<file path="src/rtl/regfile_wb_pkg.sv">
// Shared types for the register-file write-back arbiter.
package regfile_wb_pkg;

    localparam int unsigned ADDR_W   = 5;
    localparam int unsigned NUM_REGS = 32;
    // Write-entry data width; must equal the top-level bit_size.
    localparam int unsigned DATA_W   = 32;

    typedef enum logic {
        REQ_ALU = 1'b0,
        REQ_LD  = 1'b1
    } req_e;

    typedef struct packed {
        logic [ADDR_W-1:0] addr;
        logic [DATA_W-1:0] data;
    } wb_entry_t;

endpackage

</file>
<file path="src/rtl/regfile_wb_arbiter_fifo.sv">
// wb_fifo: DEPTH-entry synchronous FIFO of write-back entries, no fall-through.
module wb_fifo
    import regfile_wb_pkg::*;
#(
    parameter int unsigned DEPTH = 2
) (
    input  logic      clk,
    input  logic      rst,
    input  logic      push,
    input  wb_entry_t wdata,
    input  logic      pop,
    output wb_entry_t rdata,
    output logic      full,
    output logic      empty
);

    localparam int unsigned PTR_W = $clog2(DEPTH);

    wb_entry_t        mem_q [DEPTH];
    logic [PTR_W:0]   wr_ptr_q;
    logic [PTR_W:0]   rd_ptr_q;

    // Extra pointer MSB distinguishes full from empty when the indices match.
    assign empty = (wr_ptr_q == rd_ptr_q);
    assign full  = (wr_ptr_q[PTR_W] != rd_ptr_q[PTR_W]) &&
                   (wr_ptr_q[PTR_W-1:0] == rd_ptr_q[PTR_W-1:0]);
    assign rdata = mem_q[rd_ptr_q[PTR_W-1:0]];

    always_ff @(posedge clk) begin
        if (!rst) begin
            wr_ptr_q <= '0;
            rd_ptr_q <= '0;
        end else begin
            if (push && !full) begin
                wr_ptr_q <= wr_ptr_q + (PTR_W+1)'(1);
            end
            if (pop && !empty) begin
                rd_ptr_q <= rd_ptr_q + (PTR_W+1)'(1);
            end
        end
    end

    always_ff @(posedge clk) begin
        if (push && !full) begin
            mem_q[wr_ptr_q[PTR_W-1:0]] <= wdata;
        end
    end

endmodule

</file>
<file path="src/rtl/regfile_wb_arbiter.sv">
// Shares the register-file write port between ALU and load paths; exports a pending-write map.
// Define WB_ARB_FIXED_PRIO_EN for fixed LD-first priority instead of round-robin.
module regfile_wb_arbiter
    import regfile_wb_pkg::*;
#(
    parameter int unsigned bit_size = 32,
    parameter int unsigned DEPTH    = 2
) (
    input  logic                clk,
    input  logic                rst,
    input  logic                alu_valid,
    output logic                alu_ready,
    input  logic [ADDR_W-1:0]   alu_addr,
    input  logic [bit_size-1:0] alu_data,
    input  logic                ld_valid,
    output logic                ld_ready,
    input  logic [ADDR_W-1:0]   ld_addr,
    input  logic [bit_size-1:0] ld_data,
    output logic                RegWrite,
    output logic [ADDR_W-1:0]   Write_addr,
    output logic [bit_size-1:0] Write_data,
    output logic [NUM_REGS-1:0] pending,
    output logic                idle
);

    // Worst case per register: both FIFOs full of it plus one in the output register.
    localparam int unsigned CNT_W = $clog2(2 * DEPTH + 1);

    wb_entry_t alu_in, ld_in, alu_head, ld_head, grant_entry;
    logic      alu_full, alu_empty, ld_full, ld_empty;
    logic      alu_push, ld_push, alu_pop, ld_pop;

    logic [CNT_W-1:0] cnt_q [NUM_REGS];
    logic [CNT_W-1:0] cnt_d [NUM_REGS];

    assign alu_ready = rst && !alu_full;
    assign ld_ready  = rst && !ld_full;
    assign alu_push  = alu_valid && alu_ready;
    assign ld_push   = ld_valid && ld_ready;

    assign alu_in.addr = alu_addr;
    assign alu_in.data = alu_data;
    assign ld_in.addr  = ld_addr;
    assign ld_in.data  = ld_data;

    wb_fifo #(
        .DEPTH (DEPTH)
    ) u_alu_fifo (
        .clk   (clk),
        .rst   (rst),
        .push  (alu_push),
        .wdata (alu_in),
        .pop   (alu_pop),
        .rdata (alu_head),
        .full  (alu_full),
        .empty (alu_empty)
    );

    wb_fifo #(
        .DEPTH (DEPTH)
    ) u_ld_fifo (
        .clk   (clk),
        .rst   (rst),
        .push  (ld_push),
        .wdata (ld_in),
        .pop   (ld_pop),
        .rdata (ld_head),
        .full  (ld_full),
        .empty (ld_empty)
    );

`ifndef WB_ARB_FIXED_PRIO_EN
    req_e last_q;

    // Reset to ALU so the first contended grant goes to LD.
    always_ff @(posedge clk) begin
        if (!rst) begin
            last_q <= REQ_ALU;
        end else if (alu_pop) begin
            last_q <= REQ_ALU;
        end else if (ld_pop) begin
            last_q <= REQ_LD;
        end
    end
`endif

    always_comb begin
        alu_pop = 1'b0;
        ld_pop  = 1'b0;
        if (!alu_empty && !ld_empty) begin
`ifdef WB_ARB_FIXED_PRIO_EN
            ld_pop = 1'b1;
`else
            if (last_q == REQ_LD) begin
                alu_pop = 1'b1;
            end else begin
                ld_pop = 1'b1;
            end
`endif
        end else if (!alu_empty) begin
            alu_pop = 1'b1;
        end else if (!ld_empty) begin
            ld_pop = 1'b1;
        end
    end

    assign grant_entry = ld_pop ? ld_head : alu_head;

    // Address-0 entries are consumed without a strobe; address/data hold.
    always_ff @(posedge clk) begin
        if (!rst) begin
            RegWrite   <= 1'b0;
            Write_addr <= '0;
            Write_data <= '0;
        end else begin
            RegWrite <= 1'b0;
            if ((alu_pop || ld_pop) && (grant_entry.addr != '0)) begin
                RegWrite   <= 1'b1;
                Write_addr <= grant_entry.addr;
                Write_data <= grant_entry.data;
            end
        end
    end

    always_comb begin
        for (int i = 0; i < NUM_REGS; i++) begin
            cnt_d[i] = cnt_q[i];
            if (i != 0) begin
                if (alu_push && (alu_addr == ADDR_W'(i))) begin
                    cnt_d[i] = cnt_d[i] + CNT_W'(1);
                end
                if (ld_push && (ld_addr == ADDR_W'(i))) begin
                    cnt_d[i] = cnt_d[i] + CNT_W'(1);
                end
                if (RegWrite && (Write_addr == ADDR_W'(i))) begin
                    cnt_d[i] = cnt_d[i] - CNT_W'(1);
                end
            end
        end
    end

    always_ff @(posedge clk) begin
        if (!rst) begin
            for (int i = 0; i < NUM_REGS; i++) begin
                cnt_q[i] <= '0;
            end
        end else begin
            cnt_q <= cnt_d;
        end
    end

    always_comb begin
        pending = '0;
        for (int i = 0; i < NUM_REGS; i++) begin
            pending[i] = (cnt_q[i] != '0);
        end
    end

    assign idle = alu_empty && ld_empty && !RegWrite;

endmodule

</file>
<file path="config.mk">
export PLATFORM = sky130hd
export DESIGN_NAME = regfile_wb_arbiter
export DESIGN_NICKNAME = d
export VERILOG_FILES = /design/src/rtl/regfile_wb_pkg.sv /design/src/rtl/regfile_wb_arbiter_fifo.sv /design/src/rtl/regfile_wb_arbiter.sv
export SDC_FILE = /design/constraint.sdc
export NUM_CORES = 1
export LEC_CHECK = 0
export ABC_AREA = 1
export CORE_UTILIZATION = 40
export CTS_CLUSTER_DIAMETER = 40
export DETAILED_ROUTE_END_ITERATION = 8
export PLACE_DENSITY = 0.67
export RECOVER_POWER = 50
export SKIP_CTS_REPAIR_TIMING = 1
export SLEW_MARGIN = 20
export SYNTH_ARGS = -nofsm -noshare
export SYNTH_HDL_FRONTEND = slang
export SYNTH_SLANG_ARGS = --single-unit
</file>
<file path="constraint.sdc">
create_clock -name clk -period 3.3 [get_ports clk]
set_clock_uncertainty 0.2 [all_clocks]
set_input_delay 0.495 -clock clk [delete_from_list [all_inputs] [get_ports clk]]
set_output_delay 0.495 -clock clk [all_outputs]
set_load 0.02 [all_outputs]
</file>
; After elaboration in Yosys (flattened, before gate mapping)
; Memories as Yosys holds them, arrays and structs flattened. A register that Yosys moved wholly into a read port is not among the register bits.
; Index checks and enable logic that the tools add are counted.
[word_totals]
out_inout_bits = 73
ram_bits = 148
latch_bits = 0
in_bits = 78
mem_count = 2
regBits = 140
romBits = 0
word_cells = 494
[op_classes]
addsub = 97
n_reduce_logical = 146
n_mux = 110
magnitude_cmp = 0
multipliers = 0
bitwise_logic = 1
n_eq_ne = 99
n_div = 0
n_shift = 0
[memory_table]
columns = memory, words, width, rd, rd_ports_with_merged_regs, write_ports, line_no
row1 = u_alu_fifo.mem_q, 2, 37, 1, 1, 1, regfile_wb_arbiter_fifo.sv:19  ; wb_entry_t mem_q [DEPTH];
row2 = u_ld_fifo.mem_q, 2, 37, 1, 1, 1, regfile_wb_arbiter_fifo.sv:19
[op_table]
columns = cell, count
row1 = $mux W3, 93
row2 = $eq A5 B5 Y1 const B, 48
row3 = $add A3 B1 Y3 const B, 62
row4 = $eq A5 B4 Y1 const B, 24
row5 = $logic_and A1 B1 Y1, 107
row6 = $reduce_bool A3 Y1, 31
row7 = $sub A3 B1 Y3 const B, 31
row8 = $eq A5 B3 Y1 const B, 12
row9 = $mux W37, 1
row10 = $eq A5 B2 Y1 const B, 6
row11 = $mux W1, 16
row12 = $eq A5 B1 Y1 const B, 3
row13 = $add A2 B1 Y2 const B, 4
row14 = $logic_not A1 Y1, 5
row15 = $reduce_bool A5 Y1, 1
row16 = $eq A2 B2 Y1, 2
row17 = $eq A1 B1 Y1, 2
row18 = $ne A1 B1 Y1, 2
row19 = $reduce_or A2 Y1, 1
row20 = $logic_or A1 B1 Y1, 1
row21 = $not A1 Y1, 1

; Logic depth before layout (Yosys ltp)
; Gate-level depths: netlist (run 1).
[logic_depth]
word_depth = 11
ltp_mapped = 21
depth_no_buf = 21

; Modules after synthesis
; A second synthesis (run 1) with hierarchy kept.
[unflattened]
hier_cells = 2111
area_unflattened_um2 = 17174.0
[by_module_without_submodules]
columns = mod, instances, area_per_inst_um2, seq_area_each_um2, cells_each
row1 = regfile_wb_arbiter, 1, 10990.5, 2642.5, 1789
row2 = wb_fifo, 2, 3091.7, 2322.2, 161

; Worst setup path before layout (run 1)
; Ideal clock, no wire load.
[synth_path]
path_kind = input -> register
startpoint = input port rst
endpoint = register u_alu_fifo.wr_ptr_q[1]
n_path_buf = 2
arrival_time_ns = 3.100
setup_time_ns = 0.121
t_required_ns = 2.979
setup_slack_ns = -0.121
cell_stages = 7
cell_sequence = buf_2 nand3_4 buf_6 nor2_1 inv_1 o21ai_0 a21oi_1
[synth_between]
elab_chain_len = 3
[synth_rtl]
columns = element, line_no
row1 = "start, declared", regfile_wb_arbiter.sv:10  ; input logic rst,
row2 = $logic_and A1 B1 Y1, regfile_wb_arbiter.sv:36  ; assign alu_ready = rst && !alu_full;
row3 = $logic_and A1 B1 Y1, regfile_wb_arbiter.sv:38  ; assign alu_push = alu_valid && alu_ready;
row4 = $logic_and A1 B1 Y1, regfile_wb_arbiter_fifo.sv:34  ; if (push && !full) begin
row5 = "end signal, assigned", regfile_wb_arbiter_fifo.sv:35  ; wr_ptr_q <= wr_ptr_q + (PTR_W+1)'(1);
row6 = "end, declared", regfile_wb_arbiter_fifo.sv:20  ; logic [PTR_W:0] wr_ptr_q;
; Parallel ways exist; a longest one is shown, timed or not.
; A chain may end at the register's enable or synchronous reset.

; Worst setup path after layout (run 1)
[layout_path]
startpoint = input port alu_addr[2]
endpoint = register cnt_q[89] (netlist name)
[layout_between]
elab_chain_len = 7
[layout_rtl]
columns = element, line_no
row1 = "start, declared", regfile_wb_arbiter.sv:13  ; input logic [ADDR_W-1:0] alu_addr,
row2 = $eq A5 B2 Y1 *, regfile_wb_arbiter.sv:129  ; if (alu_push && (alu_addr == ADDR_W'(i))) begin
row3 = $logic_and A1 B1 Y1 *, regfile_wb_arbiter.sv:129
row4 = $mux W3 *, regfile_wb_arbiter.sv:129
row5 = $add A3 B1 Y3, regfile_wb_arbiter.sv:133  ; cnt_d[i] = cnt_d[i] + CNT_W'(1);
row6 = $mux W3 *, regfile_wb_arbiter.sv:132  ; if (ld_push && (ld_addr == ADDR_W'(i))) begin
row7 = $sub A3 B1 Y3, regfile_wb_arbiter.sv:136  ; cnt_d[i] = cnt_d[i] - CNT_W'(1);
row8 = $mux W3 *, regfile_wb_arbiter.sv:135  ; if (RegWrite && (Write_addr == ADDR_W'(i))) begin
row9 = "end signal, assigned", regfile_wb_arbiter.sv:148  ; cnt_q <= cnt_d;
row10 = "end, declared", regfile_wb_arbiter.sv:33  ; logic [CNT_W-1:0] cnt_q [NUM_REGS];
; Every way passes the cells marked *; elsewhere a longest branch is shown, timed or not.

==> results of run 1 <==
==> registers in the layout (all words and copies together), names as in the netlist, 2 cells and up, named ones only <==
| name | count |
|---|---|
| cnt_q | 93 |
| u_ld_fifo.wr_ptr_q | 2 |
| u_ld_fifo.mem_q | 74 |
| Write_data | 32 |
| u_ld_fifo.rd_ptr_q | 2 |
| u_alu_fifo.rd_ptr_q | 2 |
| u_alu_fifo.mem_q | 74 |
| u_alu_fifo.wr_ptr_q | 2 |
| Write_addr | 5 |
==> worst paths after layout <==
check	endpoint	from
setup / recovery	cnt_q[89]	alu_addr[2]
hold reg to reg	Write_data[30]	Write_data[30]
hold / removal	cnt_q[38]	rst
setup reg to reg	cnt_q[2]	u_alu_fifo.wr_ptr_q[0]
==> synthesized netlist by cell type (all sizes together) <==
cell	number
buf	32
o31ai	33
and2	5
ha	114
or2	33
a21boi	12
nand3b	5
xnor2	14
nand3	143
clkbuf	23
conb	1
xor2	40
a21oi	54
a21o	1
a211oi	1
dfxtp	142
mux2i	12
clkinv	1
edfxtp	148
o21ai	45
o211ai	32
nor2	345
nor3	24
nand2	647
inv	328
o21bai	2
nand4	16
==> area by class of cell <==
| type | count | area (um^2) | area share |
|---|---|---|---|
| clock inverter | 36 | 427 | 0.0194 |
| sequential | 290 | 7290 | 0.331 |
| clock buffer | 62 | 1420 | 0.0645 |
| antenna | 5 | 12.5 | 0.000568 |
| multi-input combinational | 1579 | 8330 | 0.378 |
| tap | 539 | 674 | 0.0306 |
| inverter | 329 | 1230 | 0.0561 |
| timing repair buffer | 305 | 2630 | 0.119 |
==> cell families (layout without fill, tap and decap cells) <==
logic type | count (synthesis) | count (layout) | share of synthesized area
AOI/OAI and AO/OA | 180 | 180 | 0.0655
xor gates and xnor gates | 54 | 54 | 0.0277
adders and majority gates | 114 | 114 | 0.0834
buffers and inverters | 384 | 732 | 0.0893
DFF | 290 | 290 | 0.426
muxes | 12 | 12 | 0.00702
other | 1 | 6 | 0.000219
and+or+nand+nor | 1218 | 1218 | 0.301
==> power by group through the flow <==
| stage | Sequential, mW | Clock, mW | Combinational, mW |
|---|---|---|---|
| CTS | 4.48 | 5.63 | 4.86 |
| global placement | 4.53 | 0 | 4.73 |
| finish | 4.48 | 5.53 | 4.82 |
| global route | 4.52 | 5.79 | 5.36 |
| floorplan | 4.68 | 0 | 3.09 |
| detailed placement | 4.55 | 0 | 4.83 |
==> layer usage <==
layer	global-route usage	wire length (um)	vias to the layer above
met5	0	40	-
met4	0.0999	1680	6
met3	0.0407	2970	116
met2	0.370	22600	407
met1	0.271	20600	7265
li1	-	-	7781
==> worst register-to-register path, cell delays in order (launching register included) <==
cell and delay, ns:
dfxtp_4 0.37, inv_2 0.05, nand2_1 0.07, nand2_2 0.07, nand2_4 0.11, nand3_4 0.15, nor2_8 0.22, buf_4 0.16
nand2_1 0.08, inv_1 0.10, nand2_1 0.07, nand2_1 0.09, ha_1 0.23, o21ai_0 0.26, ha_1 0.20, nand3_1 0.08
xnor2_1 0.23, nand2_1 0.07, nand2_1 0.06, nor2_1 0.04
==> through the flow <==
step                      setup TNS (ns)  total power, mW  hold WS (ns)
after detailed placement           -5.43             9.38         0.273
after global routing             -0.0232             15.7         0.224
final                                  0             14.8         0.234
after CTS                         -0.196             15.0         0.198
after floorplan                        0             7.77         0.258
after global placement             -2.77             9.26         0.262
==> layout by cell type, fill, tap and decap left out, types with 32 or more instances in the layout <==
cell type	instances
nand3_1	141
clkbuf_16	53
ha_1	114
nand2_1	637
dfxtp_1	140
nor2_1	333
edfxtp_1	148
buf_4	140
or2_2	33
o31ai_1	32
inv_1	313
a21oi_1	54
clkdlybuf4s50_1	76
o211ai_1	32
dlygate4sd3_1	71
xor2_1	37
==> qor.yml, run 1 <==
status: "finished clean"
numCtsBuffers: 52
place_area_um2: 20200
finalInstanceArea_um2: 22000
synth_top_cells_by_area: "edfxtp_1 (26%), dfxtp_1 (17%), nand2_1 (14%), ha_1 (8.3%), nor2_1 (7.4%)"
synth_top_area_share: 0.260
clock-root-buffer: "clkbuf_16"
place_ws_ns: -0.314
cp_num_buf_inv: 4
r2r_cells: 19
crit_chain: "dlygate4sd3_1 > clkbuf_1 > nor2_1 > nand2_1 > inv_1 > nand2_1 > inv_1 > nand2_1 > o21ai_0 > ha_1 > nand2_1 > a21boi_0 > ha_1 > nand2_1 > xor2_1 > nand2_1 > nand2_1 > nor2_1"
wl_mm: 47.9
fin_crit_sh: 0.938
dpl.hpwl_mm: 34.1
tightest_slew_ns: 1.21
area_growth_pct: 28.7
dieWidth_um: 209
nFillCells: 3948
synth_area_um2: 17100
clock_latency_ns: 0.62
io_buffers: 149
overflow: 0
cts_tree: "yes"
netSwitchingFraction: 0.364
start_kind: "input port"
via_per_inst: 4.95
ys_types: 47
syn_area_per_cell_um2: 7.59
synth_fp_nets: 2445
place_congestion: 0.942
drc: 0
drv_cap: 0
path_delay_family: "buffers and inverters"
design.core.area_um2: 42000
finalMaxSlewViolations: 0
ios: 151
vias: 15575
drtIter0Drc: 937
crit_arrival_ns: 3.40
h-tree-depth: 2
grt_pass1_vias: 15140
final_util: 0.524
maxSlewHeadroom: 0.193
p_leak_nw: 9.92
path_class: "input port to register"
syn_inst: 2253
p_seq_frac: 0.302
drive_gt1_frac: 0.129
final_cell_count_no_fill: 3145
place_inst: 3036
ys_ff_latch: 290
dieArea_um2: 43600
rows: 75
path_max_fanout: 4
switchingPower_mw: 5.39
antenna_found_initial: 5
seq_area_frac_synth: 0.426
grt_max_degree: 61
clockBufferDepth: 3
layout_min_cycle_time_ns: 3.10
crit_required_ns: 3.60
post_drt_wl_per_cell_um: 15.2
initial_core_util: 0.407
ant_nets: 0
hp-class: "input port to register"
cp_slowest_stage_delay_ns: 0.58
clkPwrFrac: 0.373
dr.pass1.iters: 5
die_y_um: 209
grt_pass1_wl_mm: 75.8
intPower_mw: 9.43
final_hold_viol_count: 0
final_nets: 2749
worstSetupEndpointType: "register"
cts_sinks: 290
setup_slack_ns: 0.205
yosys_warnings: 0
cpMaxStageDelayCell: "dlygate4sd3_1"
p_per_area_nw_per_um2: 673
irDropWorstVdd_mv: 0.556
min_path_cells: 4
cpMostUsedCell: "nand2_1"
pwr-share-comb: 0.325
r2r_slack_ns: 0.24
clkTransAtPathRegs_ns: 0.06
fmax_ghz: 0.323
synth_top_cell_by_area: "edfxtp_1"
path_depth: 18
setup_viol: 0
grt_usage: 0.219
Note: power is estimated with default switching activity, not from simulation.
==> run 2, diff against run 1 <==
Settings changed: CORE_UTILIZATION 40 to 45, PLACE_DENSITY 0.67 to 0.73.
==> run 2 against run 1 <==
Compared with the run above: sequential cell count unchanged; global-route usage up 1.7 points; sequential power about the same; die area down 11%; total power down 2.6%; critical endpoint is now cnt_q[62]; routed wire length down 3.0%; sequential share of layout area up 0.38 points; final area down 1.1%; largest cell class unchanged; clock power down 6.3%.
==> qor.yml, run 2 (synthesis gave the netlist of run 1 again) <==
status: "finished clean"
path_class: "register to register"
layout_min_cycle_time_ns: 3.10
dr.pass1.iters: 5
regMostFlops: "cnt_q"
io_buffers: 149
area_growth_pct: 27.3
maxSlewHeadroom: 0.188
timing.rr.end: "cnt_q[62]"
p_leak_nw: 9.78
final_cell_count_no_fill: 3102
cts_tree: "yes"
multi_input_area_um2: 8290
layout_common_cells: "nand2_1 (636), nor2_1 (335), inv_1 (313), edfxtp_1 (148)"
path_max_fanout: 5
wl_mm: 46.4
rows: 71
final_hold_viol_count: 0
nFillCells: 3288
antenna_found_initial: 5
grt_usage: 0.236
place_area_um2: 20100
hp-class: "register to register"
grt_pass1_vias: 15057
clkTransAtPathRegs_ns: 0.06
vias: 15601
drv_cap: 0
cp_slowest_stage_delay_ns: 0.34
setup_viol: 0
dieArea_um2: 38800
fmax_ghz: 0.323
initial_core_util: 0.456
regArea_um2: 7290
via_per_inst: 5.03
place_congestion: 0.911
final_util: 0.581
final_common_cell: "nand2_1"
overflow: 0
crit_chain: "inv_1 > nand2_1 > nand2_2 > nand2_4 > nand3_4 > nor2_4 > buf_4 > nand2_1 > inv_1 > nand2_1 > o21ai_0 > ha_1 > nand2_1 > a21boi_1 > ha_1 > nand2_1 > xor2_2 > nand2_1 > nand2_1 > nor2_1"
p_per_area_nw_per_um2: 663
cp_num_buf_inv: 3
setup_slack_ns: 0.200
design.core.area_um2: 37500
ios: 151
clock-root-buffer: "clkbuf_16"
grt_max_degree: 121
fin_crit_sh: 0.939
drive_gt1_frac: 0.119
finalInstanceArea_um2: 21800
crit_arrival_ns: 3.40
clock_latency_ns: 0.62
finalMaxSlewViolations: 0
rsz0062_at_grt: "true"
start_kind: "register"
min_path_cells: 2
final_nets: 2734
hold_start: "Write_data[8]"
dieWidth_um: 197
cts_sinks: 290
place_ws_ns: -0.220
numCtsBuffers: 49
die_y_um: 197
clockBufferDepth: 3
cpMostUsedCell: "nand2_1"
tightest_slew_ns: 1.22
cpMaxStageDelayCell: "dfxtp_1"
largest_reg_flops: 93
hold-path-endpoint: "Write_data[8]"
post_drt_wl_per_cell_um: 15.0
worstSetupEndpointType: "register"
r2r_cells: 20
h-tree-depth: 2
drc: 0
irDropWorstVdd_mv: 0.654
grt_pass1_wl_mm: 72.2
dpl.hpwl_mm: 32.8
r2r_start: "u_alu_fifo.rd_ptr_q[1]"
path_delay_family: "simple AND/OR/NAND/NOR gates"
crit_required_ns: 3.60
drtIter0Drc: 887
ant_nets: 0
r2r_slack_ns: 0.20
place_inst: 3000
-- run 2: metrics by stage --
step	hold slack (ns)	setup TNS (ns)	power, mW
floorplan	0.258	0	7.77
global placement	0.260	-1.21	9.21
detailed placement	0.271	-3.87	9.34
CTS	0.240	0	14.6
global route	0.315	-0.0115	15.2
finish	0.287	0	14.4
-- run 2: per-layer routing --
metal  GRT usage  vias up  share of wire
met5           0        -              0
met4      0.0939        0          0.027
met3      0.0426       82          0.066
met2       0.431      474           0.50
met1       0.272     7291           0.41
li1            -     7754              -
-- run 2: cell type report --
type | count | share of cell area
Tap cell | 511 | 0.0294
Sequential cell | 290 | 0.335
Multi-Input combinational cell | 1579 | 0.381
Clock buffer | 65 | 0.0632
Clock inverter | 25 | 0.0150
Timing Repair Buffer | 293 | 0.119
Inverter | 329 | 0.0567
Antenna cell | 10 | 0.00115
-- run 2: worst max path at each step --
stage | startpoint | end | cells past startpoint
floorplan | rst | u_alu_fifo.mem_q[0][0] | 4
global placement | alu_valid | cnt_q[89] | 17
detailed placement | alu_addr[2] | cnt_q[83] | 18
CTS | u_ld_fifo.wr_ptr_q[0] | idle | 10
global route | u_alu_fifo.rd_ptr_q[0] | cnt_q[14] | 20
finish | u_alu_fifo.rd_ptr_q[1] | cnt_q[62] | 20
-- run 2: power by group --
group          total [mW]  switching [mW]  internal [mW]
clock network        5.18            1.90           3.28
logic                4.78            3.05           1.73
registers            4.47           0.254           4.22
total                14.4            5.21           9.23
-- run 2: worst register-to-register path, stage by stage, from the launching register on --
cell,delay (ns)
dfxtp_1,0.34
inv_1,0.07
nand2_1,0.07
nand2_2,0.09
nand2_4,0.11
nand3_4,0.14
nor2_4,0.20
buf_4,0.17
nand2_1,0.07
inv_1,0.11
nand2_1,0.05
o21ai_0,0.12
ha_1,0.28
nand2_1,0.08
a21boi_1,0.21
ha_1,0.19
nand2_1,0.08
xor2_2,0.18
nand2_1,0.06
nand2_1,0.04
nor2_1,0.11
